<file path="src/rtl/alu_issue_ctrl.sv">
// ---------------------------------------------------------------------------
// alu_issue_ctrl
//
// Issue-side initiator for the combinational ALU. Accepted instructions are
// held in a small in-order buffer; the oldest one is driven to the ALU, and
// its result is captured into a single writeback slot tagged with the
// instruction's trans_id. The slot decouples ALU timing from writeback
// back-pressure.
//
// Build option:
//   ALU_ISSUE_SKID_EN  defined   -> 2-entry buffer, one instruction per cycle
//                      undefined -> 1-entry holding register, one per 2 cycles
//
// Ports:
//   clk_i             clock, rising edge
//   rst_ni            synchronous active-low reset
//   flush_i           drop buffered and writeback-pending instructions
//   issue_valid_i     fu_data_i carries a valid instruction
//   issue_ready_o     buffer can accept an instruction (function of count only)
//   fu_data_i         incoming instruction
//   alu_fu_data_o     buffer head presented to the ALU (zero when empty)
//   alu_result_i      ALU result for alu_fu_data_o, same cycle
//   alu_branch_res_i  ALU branch outcome for alu_fu_data_o, same cycle
//   wb_valid_o        writeback slot holds a result
//   wb_ready_i        consumer takes the slot this cycle
//   wb_result_o       registered result
//   wb_trans_id_o     trans_id of the registered result
//   wb_branch_res_o   registered branch outcome
// ---------------------------------------------------------------------------

package alu_issue_ctrl_pkg;

  localparam int unsigned XLEN       = 64;
  localparam int unsigned TRANS_ID_W = 3;

  typedef enum logic [3:0] {
    OP_ADD  = 4'd0,
    OP_SUB  = 4'd1,
    OP_XOR  = 4'd2,
    OP_OR   = 4'd3,
    OP_AND  = 4'd4,
    OP_SLL  = 4'd5,
    OP_SRL  = 4'd6,
    OP_SRA  = 4'd7,
    OP_SLTS = 4'd8,
    OP_SLTU = 4'd9,
    OP_EQ   = 4'd10,
    OP_NE   = 4'd11,
    OP_LTS  = 4'd12,
    OP_GES  = 4'd13,
    OP_LTU  = 4'd14,
    OP_GEU  = 4'd15
  } fu_op_t;

  typedef struct packed {
    fu_op_t                operator;
    logic [XLEN-1:0]       operand_a;
    logic [XLEN-1:0]       operand_b;
    logic [XLEN-1:0]       imm;
    logic [TRANS_ID_W-1:0] trans_id;
  } fu_data_t;

endpackage

module alu_issue_ctrl #(
  parameter int unsigned TRANS_ID_BITS = alu_issue_ctrl_pkg::TRANS_ID_W
) (
  input  logic                               clk_i,
  input  logic                               rst_ni,
  input  logic                               flush_i,
  input  logic                               issue_valid_i,
  output logic                               issue_ready_o,
  input  alu_issue_ctrl_pkg::fu_data_t       fu_data_i,
  output alu_issue_ctrl_pkg::fu_data_t       alu_fu_data_o,
  input  logic [alu_issue_ctrl_pkg::XLEN-1:0] alu_result_i,
  input  logic                               alu_branch_res_i,
  output logic                               wb_valid_o,
  input  logic                               wb_ready_i,
  output logic [alu_issue_ctrl_pkg::XLEN-1:0] wb_result_o,
  output logic [TRANS_ID_BITS-1:0]           wb_trans_id_o,
  output logic                               wb_branch_res_o
);

  localparam int unsigned XLEN = alu_issue_ctrl_pkg::XLEN;

`ifdef ALU_ISSUE_SKID_EN
  localparam int unsigned DEPTH = 2;
  localparam int unsigned CNT_W = 2;
`else
  localparam int unsigned DEPTH = 1;
  localparam int unsigned CNT_W = 1;
`endif

  localparam logic [CNT_W-1:0] CNT_FULL = CNT_W'(DEPTH);

  logic [CNT_W-1:0]             cnt_q;
  logic [CNT_W-1:0]             cnt_next;
  alu_issue_ctrl_pkg::fu_data_t head;
  logic                         buf_nonempty;
  logic                         enq;
  logic                         deq;
  logic                         slot_free;

  logic                         wb_valid_q;
  logic [XLEN-1:0]              wb_result_q;
  logic [TRANS_ID_BITS-1:0]     wb_trans_id_q;
  logic                         wb_branch_res_q;

  // -------------------------------------------------------------------------
  // Handshake decode
  // -------------------------------------------------------------------------
  // Ready depends only on the count register, so back-pressure from the
  // writeback side reaches issue one cycle late rather than combinationally.
  assign buf_nonempty  = (cnt_q != '0);
  assign issue_ready_o = (cnt_q != CNT_FULL);
  assign enq           = issue_valid_i & issue_ready_o & ~flush_i;
  assign slot_free     = ~wb_valid_q | wb_ready_i;
  assign deq           = buf_nonempty & slot_free & ~flush_i;

  // enq is only possible below full and deq only above empty, so the
  // count never wraps.
  assign cnt_next = cnt_q + CNT_W'(enq) - CNT_W'(deq);

  always_ff @(posedge clk_i) begin
    if (!rst_ni) begin
      cnt_q <= '0;
    end else if (flush_i) begin
      cnt_q <= '0;
    end else begin
      cnt_q <= cnt_next;
    end
  end

  // -------------------------------------------------------------------------
  // Instruction storage
  // -------------------------------------------------------------------------
`ifdef ALU_ISSUE_SKID_EN
  alu_issue_ctrl_pkg::fu_data_t mem_q [2];
  logic                         wr_ptr_q;
  logic                         rd_ptr_q;

  always_ff @(posedge clk_i) begin
    if (!rst_ni) begin
      mem_q[0] <= '0;
      mem_q[1] <= '0;
      wr_ptr_q <= 1'b0;
      rd_ptr_q <= 1'b0;
    end else if (flush_i) begin
      wr_ptr_q <= 1'b0;
      rd_ptr_q <= 1'b0;
    end else begin
      if (enq) begin
        mem_q[wr_ptr_q] <= fu_data_i;
        wr_ptr_q        <= ~wr_ptr_q;
      end
      if (deq) begin
        rd_ptr_q <= ~rd_ptr_q;
      end
    end
  end

  assign head = mem_q[rd_ptr_q];
`else
  // Single holding register: enq only happens while empty, so it can never
  // collide with a deq of the same entry.
  alu_issue_ctrl_pkg::fu_data_t hold_q;

  always_ff @(posedge clk_i) begin
    if (!rst_ni) begin
      hold_q <= '0;
    end else if (enq) begin
      hold_q <= fu_data_i;
    end
  end

  assign head = hold_q;
`endif

  // Stored entries are never forwarded in their enqueue cycle; an empty
  // buffer shows the ALU an all-zero instruction.
  assign alu_fu_data_o = buf_nonempty ? head : '0;

  // -------------------------------------------------------------------------
  // Writeback slot
  // -------------------------------------------------------------------------
  // Flush clears only the valid flag; the stale payload is invisible behind
  // wb_valid_o = 0. A deq while the slot is being consumed overwrites it in
  // place, which keeps one result per cycle flowing.
  always_ff @(posedge clk_i) begin
    if (!rst_ni) begin
      wb_valid_q      <= 1'b0;
      wb_result_q     <= '0;
      wb_trans_id_q   <= '0;
      wb_branch_res_q <= 1'b0;
    end else if (flush_i) begin
      wb_valid_q      <= 1'b0;
    end else if (deq) begin
      wb_valid_q      <= 1'b1;
      wb_result_q     <= alu_result_i;
      wb_trans_id_q   <= TRANS_ID_BITS'(head.trans_id);
      wb_branch_res_q <= alu_branch_res_i;
    end else if (wb_ready_i) begin
      wb_valid_q      <= 1'b0;
    end
  end

  assign wb_valid_o      = wb_valid_q;
  assign wb_result_o     = wb_result_q;
  assign wb_trans_id_o   = wb_trans_id_q;
  assign wb_branch_res_o = wb_branch_res_q;

endmodule

</file>
<file path="config.mk">
export PLATFORM = sky130hd
export DESIGN_NAME = alu_issue_ctrl
export DESIGN_NICKNAME = d
export VERILOG_FILES = /design/src/rtl/alu_issue_ctrl.sv
export SDC_FILE = /design/constraint.sdc
export NUM_CORES = 1
export LEC_CHECK = 0
export BUFFER_PORTS_ARGS = -buffer_cell sky130_fd_sc_hd__buf_4
export CAP_MARGIN = 30
export CORE_AREA = 3 3 206 208
export CTS_CLUSTER_DIAMETER = 150
export DETAILED_ROUTE_END_ITERATION = 6
export DIE_AREA = 0 0 209 211
export PLACE_DENSITY = 0.52
export SETUP_SLACK_MARGIN = 0.4
export SYNTH_ARGS = -nofsm -noshare
export SYNTH_HDL_FRONTEND = slang
export SYNTH_SLANG_ARGS = --single-unit
</file>
<file path="constraint.sdc">
create_clock -name clk_i -period 2.9 [get_ports clk_i]
set_input_delay 0.145 -clock clk_i [delete_from_list [all_inputs] [get_ports clk_i]]
set_output_delay 0.145 -clock clk_i [all_outputs]
set_load 0.005 [all_outputs]
</file>
# Word level (Yosys, flattened, before mapping)
# Cells that the tools add are included.
dict set report word_totals {
  word_cells 27
  out_inout_bits 269
  register_bits 269
  input_bits 269
}
dict set report classes {
  n_mux 3
  bitwise_logic 9
  add_sub_neg 2
  n_reduce_logical 3
}
# operator count
set ops {}
lappend ops {{$mux 199} 1}
lappend ops {{$and 1x1->1} 4}
lappend ops {{$not 1->1} 4}
lappend ops {{$mux 1} 2}
lappend ops {{$reduce_and 2->1} 1}
lappend ops {{$reduce_bool 2->1} 1}
lappend ops {{$reduce_or 2->1} 1}
lappend ops {{$add 1x1->1} 1}
lappend ops {{$or 1x1->1} 1}
lappend ops {{$sub 1x1->1} 1}

# Logic depth before layout (Yosys ltp)
# Gate-level depths: netlist of the first run.
dict set report logic_depth {
  ltp_word 5
  ltp_mapped 7
  depth_no_buf 3
}

# Worst setup path after synthesis of the first run
# OpenSTA, ideal clock, no wires.
dict set report synth_path {
  kind {register -> register}
  startpoint {reg cnt_q, in the netlist buf_nonempty}
  endpoint {reg hold_q (netlist bit head[100])}
  slack_ns 1.559
  period_less_slack_ns 1.341
  path_buffers 4
  arrival_time_ns 1.272
  path_stages_with_launch 8
  required_ns 2.831
  setup_ns 0.069
  cell_sequence {dfxtp_1 > nor3b_2 > buf_2 > buf_6 > buf_6 > buf_6 > nand3_1 > o21ai_1}
}
dict set report synth_between {
  elab_chain_len 3
}
# element line
set synth_rtl {}
lappend synth_rtl {{from (decl)} 96} ;# logic [CNT_W-1:0] cnt_q;
lappend synth_rtl {{from (signal assigned)} 130} ;# cnt_q <= cnt_next;
lappend synth_rtl {{$not 1->1} 115} ;# assign issue_ready_o = (cnt_q != CNT_FULL);
lappend synth_rtl {{$and 1x1->1 (2 in series)} 116} ;# assign enq = issue_valid_i & issue_ready_o & ~flush_i;
lappend synth_rtl {{to (signal assigned)} 172} ;# hold_q <= fu_data_i;
lappend synth_rtl {{to (decl)} 166} ;# alu_issue_ctrl_pkg::fu_data_t hold_q;
# No other way between the ends.
# A chain may end at the register's enable or synchronous reset.

==> results of run 1 <==
cell usage in the layout, fill, tap and decap left out, drive strengths merged:
cell | synthesis | layout
buf | 38 | 562
nand2 | 332 | 332
dfxtp | 269 | 269
dlygate4sd3 | 0 | 267
and2 | 199 | 199
nand3 | 199 | 199
o21ai | 199 | 199
mux2i | 68 | 68
clkbuf | 95 | 42
clkinv | 0 | 10
nor2 | 2 | 2
bufinv | 0 | 2
inv | 1 | 2
diode | 0 | 1
nor3b | 1 | 1
nor2b | 1 | 1
nor3 | 1 | 1
nand2b | 1 | 1
nand3b | 1 | 1
o31ai | 1 | 1
clkinvlp | 0 | 1
state kept, by name (all words and copies together) (netlist names):
signal,count
head,199
wb_result_o,64
wb_trans_id_o,3
buf_nonempty,1
wb_branch_res_o,1
wb_valid_o,1
through the flow:
stage	setup WS, ps	instance area (um^2)	std cells
floorplan	1560	11200	1408
global placement	1280	15600	2369
detailed placement	1300	15600	2369
CTS	678	19300	2692
global route	566	19300	2693
finish	719	19300	2693
timing repair:
item | in CTS | in global routing
hold buffers | 267 | 0
setup endpoints to repair | 0 | 0
hold endpoints to repair | 266 | 0
power by group through the flow:
stage / clock network [W] / logic (W) / registers (W)
5_1_grt: 0.00413 / 0.00122 / 0.00396
6_report: 0.00385 / 0.00112 / 0.00394
4_1_cts: 0.00398 / 0.00112 / 0.00394
3_5_place_dp: 0 / 0.000811 / 0.00402
3_3_place_gp: 0 / 0.000795 / 0.00402
2_1_floorplan: 0 / 0.000389 / 0.00398
worst max-delay path, stage by stage, from the launching register on:
cell and delay (ps):
dfxtp_4 410, buf_4 620, and2_1 250, buf_4 120
worst min-delay path by stage:
stage                         startpoint         to  slack, ps  cells past startpoint
final                             rst_ni    head[4]        130                      3
after global routing              rst_ni    head[4]        120                      3
after CTS                         rst_ni   head[71]         90                      3
after detailed placement  fu_data_i[105]  head[105]        360                      3
after global placement    fu_data_i[121]  head[121]        360                      3
after floorplan             fu_data_i[0]    head[0]        280                      2
cell usage after synthesis:
library cell / instances / area [um^2]
nand2b_1: 1 / 6.26
nand3_1: 199 / 996
nor2_1: 2 / 7.51
dfxtp_1: 269 / 5390
o21ai_0: 150 / 751
inv_1: 1 / 3.75
clkbuf_1: 95 / 357
buf_6: 13 / 146
o31ai_1: 1 / 7.51
o21ai_1: 49 / 245
buf_4: 1 / 7.51
nor3b_2: 1 / 12.5
nor2b_1: 1 / 6.26
mux2i_1: 68 / 681
buf_1: 3 / 11.3
nor3_1: 1 / 5.00
and2_1: 199 / 1240
buf_2: 21 / 105
nand2_1: 332 / 1250
nand3b_1: 1 / 7.51
routing by layer:
metal  vias up  wire [um]
met3        68       2850
li1       6073          -
met5         -          0
met1      5413      17600
met2       403      19700
met4         0       1140
logic make-up after synthesis:
family          Yosys count  synth area share
compound gates          200            0.0893
buf+inv                 134            0.0561
flops                   269             0.479
mux                      68            0.0606
simple gates            737             0.314
layout make-up:
type | count | area (um^2)
Clock buffer | 42 | 867
Fill cell | 3934 | 21500
Multi-Input combinational cell | 1005 | 5230
Timing Repair Buffer | 829 | 7000
Clock inverter | 14 | 128
Inverter | 1 | 3.75
Tap cell | 532 | 666
Antenna cell | 1 | 2.50
Sequential cell | 269 | 5390
==> results.md, run 1 <==
* Status: finished clean
* Worst Path Arrival at 2040 ps
* Setup TNS at 0 ps
* Vias/cell at 4.44
* Clock share of power at 0.432
* Rel. slew slack at 0.450
* Final Skew at around 9.6 ps
* Met3 Use GR at 0.0428
* First-pass GRT wire length at around 63 mm
* Initial Utilization at 0.276
* Post-synthesis cell type count at 20
* Placeable Area at 0.0407 mm^2
* Met2 usage at 0.296
* Cell leakage power at between 8 and 9 nW
* Design Power at 0.00891 W
* Total CTS buffers at 31
* NetSw at ~0.0021 W
* Routed wire per std cell at about 15 um
* Reg2reg setup slack at 1020 ps
* Layout cells sized above 1 at 0.285
* Synth-to-Final Area Change at 71.7%
* Yosys warnings at 0
* DRT antenna net count at 0
* Max-cap violations at 0
* Seq cells post-synth at 269
* Clk_lat worst skew at 550 ps
* Post-Synthesis Cells at roughly 1.4k
* DP HPWL at about 29 mm
* Final period utilization at 0.752
* Final hold vios at 0
* Met1 usage at 0.219
* Site row count at 74
* Worst Path Max Fanout at 92
* Internal at 0.00676 W
* Root Buffer: clkbuf_16
* Postcts setup bufs at 0
* Clk sinks at about 270
* Cell depth of the worst flop-to-flop path at 4
* Gate power share at 0.126
* Syn Nets at 1,677
* Total grt overflow at 0
* Top Usage Layer GRT: met2
* Startpoint Class: flop
* Post-layout min period at 2180 ps
* Syn_area_per_cell at 7.98 um^2
* DR pass1 iterations at 6
* Initial antenna violation count at 1
* RSZ-0062 raised after global routing: no
* CP Capture Type: primary output
* Sequential Power Share at 0.442
* Final hold slack at 127 ps
* Worst IR Drop VDD at about 0.34 mV
* Worst R2R End: wb_valid_o
* DIE AREA at ~0.044 mm^2
* Switching share of power at 0.241
* Routed WL at 41.3 mm
* Nets at approximately 2.4k
* Worst Setup EP: alu_fu_data_o[70]
* Max clock buf depth at 3
* Die W at 209 um
* Fin util at 0.473
* Num ports at 538
* FMAX at 459 MHz
* Global-route usage over all layers at 0.173
* # DRC at 0
* H-tree depth at 1
* Crit path launch: buf_nonempty
* GP Congestion at 0.788
* Port-buffer cells at 537
* Hold Path Class: primary input to flop
* Slew Viols, Final at 0
* Reg clk slew, reported paths at 60 ps
* Type of the worst setup path: flop to primary output
* Final setup viols at 0
* Vias at ~12k
* Die Span Y at 211 um
* CTS tree: yes
* Seq/Total Area, Yosys at 0.479
* PD cells at around 460 mW/mm^2
* Worst-margin pin slew at 824 ps
* 1st-iter DRT viols at just over 700
* Crit path required time at 2760 ps
* Largest net degree at the start of global routing at about 120
* Vias in the first global route at 11.6k
* Origin of the critical flop-to-flop path: buf_nonempty
* Post_cts resized at 0
* Post-synthesis cell area at 0.0112 mm^2
Power figures use the tool's default switching activity.
==> inputs of run 2 (changes only) <==
- PLACE_DENSITY: 0.52 -> 0.54
- clock period: 2.9 -> 1.8 ns (I/O delays scaled with it)
==> run 2 against run 1 <==
  * Non-clock buffer count grew 48
  * Cell count up 1.9%
  * Register-to-register slack lost 920 ps
  * Clock skew up 7.0 ps
  * Critical path depth stayed put
  * Wire length rose by 15%
  * Sequential power up 61%
  * Final area up 7.9%
  * Worst setup slack worse by 630 ps
  * Critical endpoint is now alu_fu_data_o[75]
  * Largest power group is now the clock network
==> results.md, run 2 (synthesis results as in run 1) <==
* DP HPWL at 28.2 mm (-1.9%)
* Nets at 2,457 (+2.1%)
* Max clock buf depth at 3 (unchanged)
* Root Buffer: clkbuf_16
* Vias at 12.6k (+5.3%)
* Reg clk slew, reported paths at 60 ps (about the same)
* Vias/cell at 4.59 (+3.3%)
* Worst Setup EP: alu_fu_data_o[75]
* DR pass1 iterations at 6 (unchanged)
* Max reg flops at 199 (unchanged)
* RSZ-0062 raised after global routing: yes
* Fin util at 0.511 (+0.0373)
* Final Skew at 16.6 ps (+7.05 ps)
* Critical path buffer and inverter count at 2 (unchanged)
* Crit path launch: buf_nonempty
* Status: finished clean
* Slowest cell on crit path: dfxtp_4
* Worst Path Max Fanout at 50 (-46%)
* Max-cap violations at 0 (unchanged)
* Reg2reg setup slack at 100 ps (-920 ps)
* First-pass GRT wire length at 67.0 mm (+6.0%)
* Worst path depth at 3 (unchanged)
* Most frequent cells in the layout: buf_4, nand2_1, dlygate4sd3_1
* Initial Utilization at 0.276 (unchanged)
* Synth-to-Final Area Change at 85.2%
* CP max stage delay at 440 ps (-180 ps)
* Rel. slew slack at 0.804 (+0.353)
* Design Power at 0.0153 W (+72%)
* Met2 usage at 0.321 (+0.0250)
* Setup TNS at 0 ps (unchanged)
* Area after DPL at 0.0158 mm^2 (+1.4%)
* Worst-margin pin slew at 295 ps (-530 ps)
* Die W at 209 um (unchanged)
* Origin of the critical flop-to-flop path: buf_nonempty
* Port-buffer cells at 537 (unchanged)
* Worst Path Arrival at 1620 ps (-420 ps)
* Gate power share at 0.136 (+0.010)
* H-tree depth at 2 (+1)
* DRT antenna net count at 0 (unchanged)
* Placeable Area at 0.0407 mm^2 (unchanged)
* Hold Path Class: primary input to flop
* Initial antenna violation count at 2 (+1)
* PD cells at 735 mW/mm^2 (+59%)
* Clk_lat worst skew at 520 ps (-30 ps)
* Final hold vios at 0 (unchanged)
* Total grt overflow at 0 (unchanged)
* Global-route usage over all layers at 0.187 (+0.0143)
* Crit path cell chain: buf_16, and2_1, buf_4
* Routed WL at 47.5 mm (+15%)
* Top Usage Layer GRT: met2
* Cell leakage power at 8.89 nW (+7.4%)
* NetSw at 0.00370 W (+72%)
* Switching share of power at 0.242 (+0.000788)
* CP Capture Type: primary output
* Crit-path leading delay family: flip-flops
* 1st-iter DRT viols at 770 (+8.0%)
* Clk sinks at 269 (unchanged)
* Met1 usage at 0.224 (+0.00568)
* # DRC at 0 (unchanged)
* Num ports at 538 (unchanged)
* Worst slack, placed at 256 ps (-1040 ps)
* Final setup viols at 0 (unchanged)
* Final period utilization at 0.951
* Post-layout min period at 1710 ps
* Site row count at 74 (unchanged)
* DIE AREA at 0.0441 mm^2 (unchanged)
* Layout cells sized above 1 at 0.326 (+0.0417)
* Sequential Power Share at 0.414 (-0.028)
* Finished Cell Area at 0.0208 mm^2 (+7.9%)
* Crit path required time at 1710 ps (-1050 ps)
* Die Span Y at 211 um (unchanged)
* Startpoint Class: flop
* Routed wire per std cell at 17.3 um (+13%)
* CTS tree: yes
* Most common cell after layout, fill and taps aside: buf_4
* Largest net degree at the start of global routing at 70 (-41%)
* Worst R2R End: wb_result_o[39]
* Vias in the first global route at 12.1k (+4.7%)
* Worst IR Drop VDD at 0.736 mV (+110%)
* Clock share of power at 0.450 (+0.018)
* Total CTS buffers at 34 (+9.7%)
* Type of the worst setup path: flop to primary output
* GP Congestion at 0.815 (+3.4%)
* FMAX at 584 MHz
* Met3 Use GR at 0.0582 (+0.0154)
* Internal at 0.0116 W (+72%)
* Slew Viols, Final at 0 (unchanged)
* Cell depth of the worst flop-to-flop path at 6 (+2)
* Post-layout worst setup margin at 87.6 ps (-632 ps)
run 2: how the worst min path moves through the flow:
stage	from	end	slack, ps	cells past startpoint
after global placement	fu_data_i[3]	head[3]	310	3
after detailed placement	fu_data_i[69]	head[69]	310	3
after floorplan	fu_data_i[0]	head[0]	220	2
final	issue_valid_i	head[156]	180	4
after CTS	issue_valid_i	head[156]	130	4
after global routing	issue_valid_i	head[156]	160	4
run 2: worst reg2reg max path, delay by kind of cell (launching register included):
kind	cells	cell delay (ps)
buffers and inverters	4	640
flip-flops	1	440
AND/OR/NAND/NOR	1	300
multiplexers	1	230
run 2: layout make-up:
type / instances / area [um^2]
clock inverters: 13 / 148
well taps: 532 / 666
diodes: 1 / 2.50
clock buffers: 47 / 961
fillers: 3665 / 19900
inverters: 1 / 3.75
repair buffers: 877 / 8240
multi-input cells: 1005 / 5390
flip-flops and latches: 269 / 5390
run 2: per-stage QoR:
stage	std cells	hold WS (ps)
finish	2745	176
global placement	2378	305
floorplan	1408	220
CTS	2721	131
detailed placement	2378	310
global route	2745	165
run 2: per-layer routing:
| metal | part of all wire | routed length [um] |
|---|---|---|
| met1 | 0.40 | 18800 |
| met2 | 0.49 | 23400 |
| met3 | 0.075 | 3550 |
| met4 | 0.036 | 1710 |
| met5 | 0 | 0 |
run 2: power by group through the flow:
stage	logic [W]	clock network, W	registers, W
6_report	0.00207	0.00688	0.00633
5_1_grt	0.00224	0.00732	0.00636
3_5_place_dp	0.00138	0	0.00645
2_1_floorplan	0.000626	0	0.00642
3_3_place_gp	0.00136	0	0.00644
4_1_cts	0.00195	0.00711	0.00633
run 2: what timing repair did:
item / 4_1_cts / 5_1_grt
pin swaps: 3 / 49
setup endpoints to repair: 400 / 438
cloned: 7 / 20
hold endpoints to repair: 266 / 0
resized for setup: 15 / 134
buffers inserted: 4 / 3
hold buffers: 272 / 0
==> inputs of run 3 (changes only) <==
- GPL_TIMING_DRIVEN: not set -> 0
==> run 3 against run 2 <==
  * Final area rose by 2.1%
  * Flip-flop and latch count unchanged
  * Hold slack improved by 23 ps
  * Wire length is 9.8% higher
  * Die area is the same
  * Sequential power about the same
  * First-iteration DRC count decreased by 20%
  * Clock-buffer cell count is 5 higher
  * Largest power group unchanged
  * Clock power fell by 2%
  * Global-route usage increased by 3.1 points
  * Critical endpoint is now alu_fu_data_o[9]
  * Via count rose by 4.0%
==> results.md, run 3 (synthesis results as in run 1) <==
* Global-route usage over all layers at 0.219 (+0.0314)
* Die W at 209 um (unchanged)
* Crit-path leading delay family: flip-flops
* Routed wire per std cell at 18.4 um (+6.2%)
* Slowest cell on crit path: dfxtp_4
* Final period utilization at 0.947 (-0.00436)
* Total CTS buffers at 34 (unchanged)
* Startpoint Class: flop
* Vias in the first global route at 13.3k (+9.7%)
* Area of the multi-input gates at 0.00548 mm^2 (+1.7%)
* Placeable Area at 0.0407 mm^2 (unchanged)
* PD cells at 723 mW/mm^2 (-1.7%)
* Rel. slew slack at 0.458 (-0.346)
* Type of the worst setup path: flop to primary output
* Worst IR Drop VDD at 0.525 mV (-29%)
* Final setup viols at 0 (unchanged)
* Max-cap violations at 0 (unchanged)
* Critical path buffer and inverter count at 3 (+1)
* Reg2reg setup slack at 120 ps (+20 ps)
* Crit path required time at 1710 ps (about the same)
* Worst Setup EP: alu_fu_data_o[9]
* Status: finished clean
* Post-layout min period at 1700 ps (-7.84 ps)
* FMAX at 587 MHz (+0.46%)
* Initial Utilization at 0.276 (unchanged)
* Total grt overflow at 0 (unchanged)
* Crit path cell chain: buf_12, buf_8, and2_1, buf_4
* Final Skew at 10.2 ps (-6.41 ps)
* Hold Path Class: primary input to flop
* Port-buffer cells at 536 (-0.19%)
* Most common cell after layout, fill and taps aside: buf_4
* RSZ-0062 raised after global routing: yes
* Worst-margin pin slew at 813 ps (+518 ps)
* Fill count at 3,821 (+4.3%)
* Most frequent cells in the layout: buf_4, nand2_1, dfxtp_1
* Vias/cell at 4.61 (+0.59%)
* Max reg flops at 199 (unchanged)
* Clk_lat worst skew at 520 ps (about the same)
* Largest net degree at the start of global routing at 12 (-83%)
* Nets at 2,551 (+3.8%)
* DIE AREA at 0.0441 mm^2 (unchanged)
* Storage element area at 0.00539 mm^2 (unchanged)
* CP Capture Type: primary output
* Origin of the critical flop-to-flop path: buf_nonempty
* Synth-to-Final Area Change at 89.2%
* Worst Path Arrival at 1610 ps (about the same)
* 1st-iter DRT viols at 619 (-20%)
* Worst path depth at 4 (+1)
* Cell leakage power at 9.12 nW (+2.6%)
* Worst R2R End: head[159]
* H-tree depth at 2 (unchanged)
* DR pass1 iterations at 7 (+1)
* Root Buffer: clkbuf_16
* Slew Viols, Final at 0 (unchanged)
* Design Power at 0.0154 W (+0.42%)
* Vias at 13.1k (+4.0%)
* Fin util at 0.522 (+0.0109)
* DRT antenna net count at 0 (unchanged)
* Clk sinks at 269 (unchanged)
* Setup TNS at 0 ps (unchanged)
* Worst Path Max Fanout at 10 (-80%)
* Reg clk slew, reported paths at 60 ps (about the same)
* Cell depth of the worst flop-to-flop path at 8 (+2)
* Layout cells sized above 1 at 0.333 (+0.00635)
* DP HPWL at 36.4 mm (+29%)
* Initial antenna violation count at 3 (+1)
* Site row count at 74 (unchanged)
* Final hold vios at 0 (unchanged)
* CP max stage delay at 460 ps (+20 ps)
* Crit path launch: buf_nonempty
* GP Congestion at 0.867 (+6.4%)
* # DRC at 0 (unchanged)
* Routed WL at 52.1 mm (+9.8%)
* Num ports at 538 (unchanged)
* First-pass GRT wire length at 76.5 mm (+14%)
* Die Span Y at 211 um (unchanged)
* Max clock buf depth at 3 (unchanged)
* CTS tree: yes
* Final hold slack at 199 ps (+22.8 ps)
-- run 3: cell count changes in the layout (fill, tap and decap cells not counted), moves of 14 or more --
cell      previous run  this run
buf_4              491       505
buf_8                3        23
clkbuf_1             8        70
nand3_1            199       183
o21ai_0            150       132
o21ai_1             49        63
-- run 3: final cells by class --
type	instances	area share
repair buffers	838	0.356
multi-input cells	1005	0.258
flip-flops and latches	269	0.254
clock buffers	52	0.0500
plain buffers	133	0.0491
well taps	532	0.0313
clock inverters	7	0.00194
inverters	1	0.000177
diodes	1	0.000118
-- run 3: worst reg2reg max path: cells and delay by family (launching register included) --
| kind | cells | cell delay, ps |
|---|---|---|
| AOI/OAI and AO/OA | 1 | 110 |
| buffers and inverters | 5 | 720 |
| DFF | 1 | 410 |
| and+or+nand+nor | 2 | 370 |
-- run 3: worst min path at each step --
stage / from / endpoint / slack, ps / cells after the start
floorplan: fu_data_i[0] / head[0] / 220 / 2
global placement: fu_data_i[137] / head[137] / 310 / 3
detailed placement: fu_data_i[126] / head[126] / 310 / 3
CTS: rst_ni / head[29] / 200 / 4
global route: flush_i / wb_branch_res_o / 200 / 5
finish: flush_i / wb_branch_res_o / 200 / 5
-- run 3: per-stage QoR --
stage | instance area [um^2] | worst slack, ps | instances
after floorplan | 11200 | 459 | 1408
after global placement | 15900 | -214 | 2476
after detailed placement | 15900 | -269 | 2476
after CTS | 20200 | -1.14 | 2809
after global routing | 21200 | 11.8 | 2837
final | 21200 | 95.4 | 2838
-- run 3: per-layer routing --
| layer | vias to the layer above | track usage | share of wire |
|---|---|---|---|
| met4 | 4 | 0.0792 | 0.031 |
| met5 | - | 0 | 0.00052 |
| li1 | 6391 | - | - |
| met3 | 87 | 0.0573 | 0.068 |
| met2 | 472 | 0.381 | 0.49 |
| met1 | 6135 | 0.261 | 0.41 |
-- run 3: report_power, final --
part           total, W  switching [W]  leakage (nW)  internal [W]
sequential      0.00633       0.000124          2.19       0.00621
combinational   0.00229       0.000977          6.38       0.00131
clock           0.00674        0.00267         0.546       0.00406
-- run 3: timing repair --
action,4_1_cts,5_1_grt
pin swaps,2,39
endpoints found under the setup margin,468,467
hold endpoints to repair,266,0
gates cloned,4,16
resized for setup,102,209
hold buffers,267,0
setup buffers,3,12
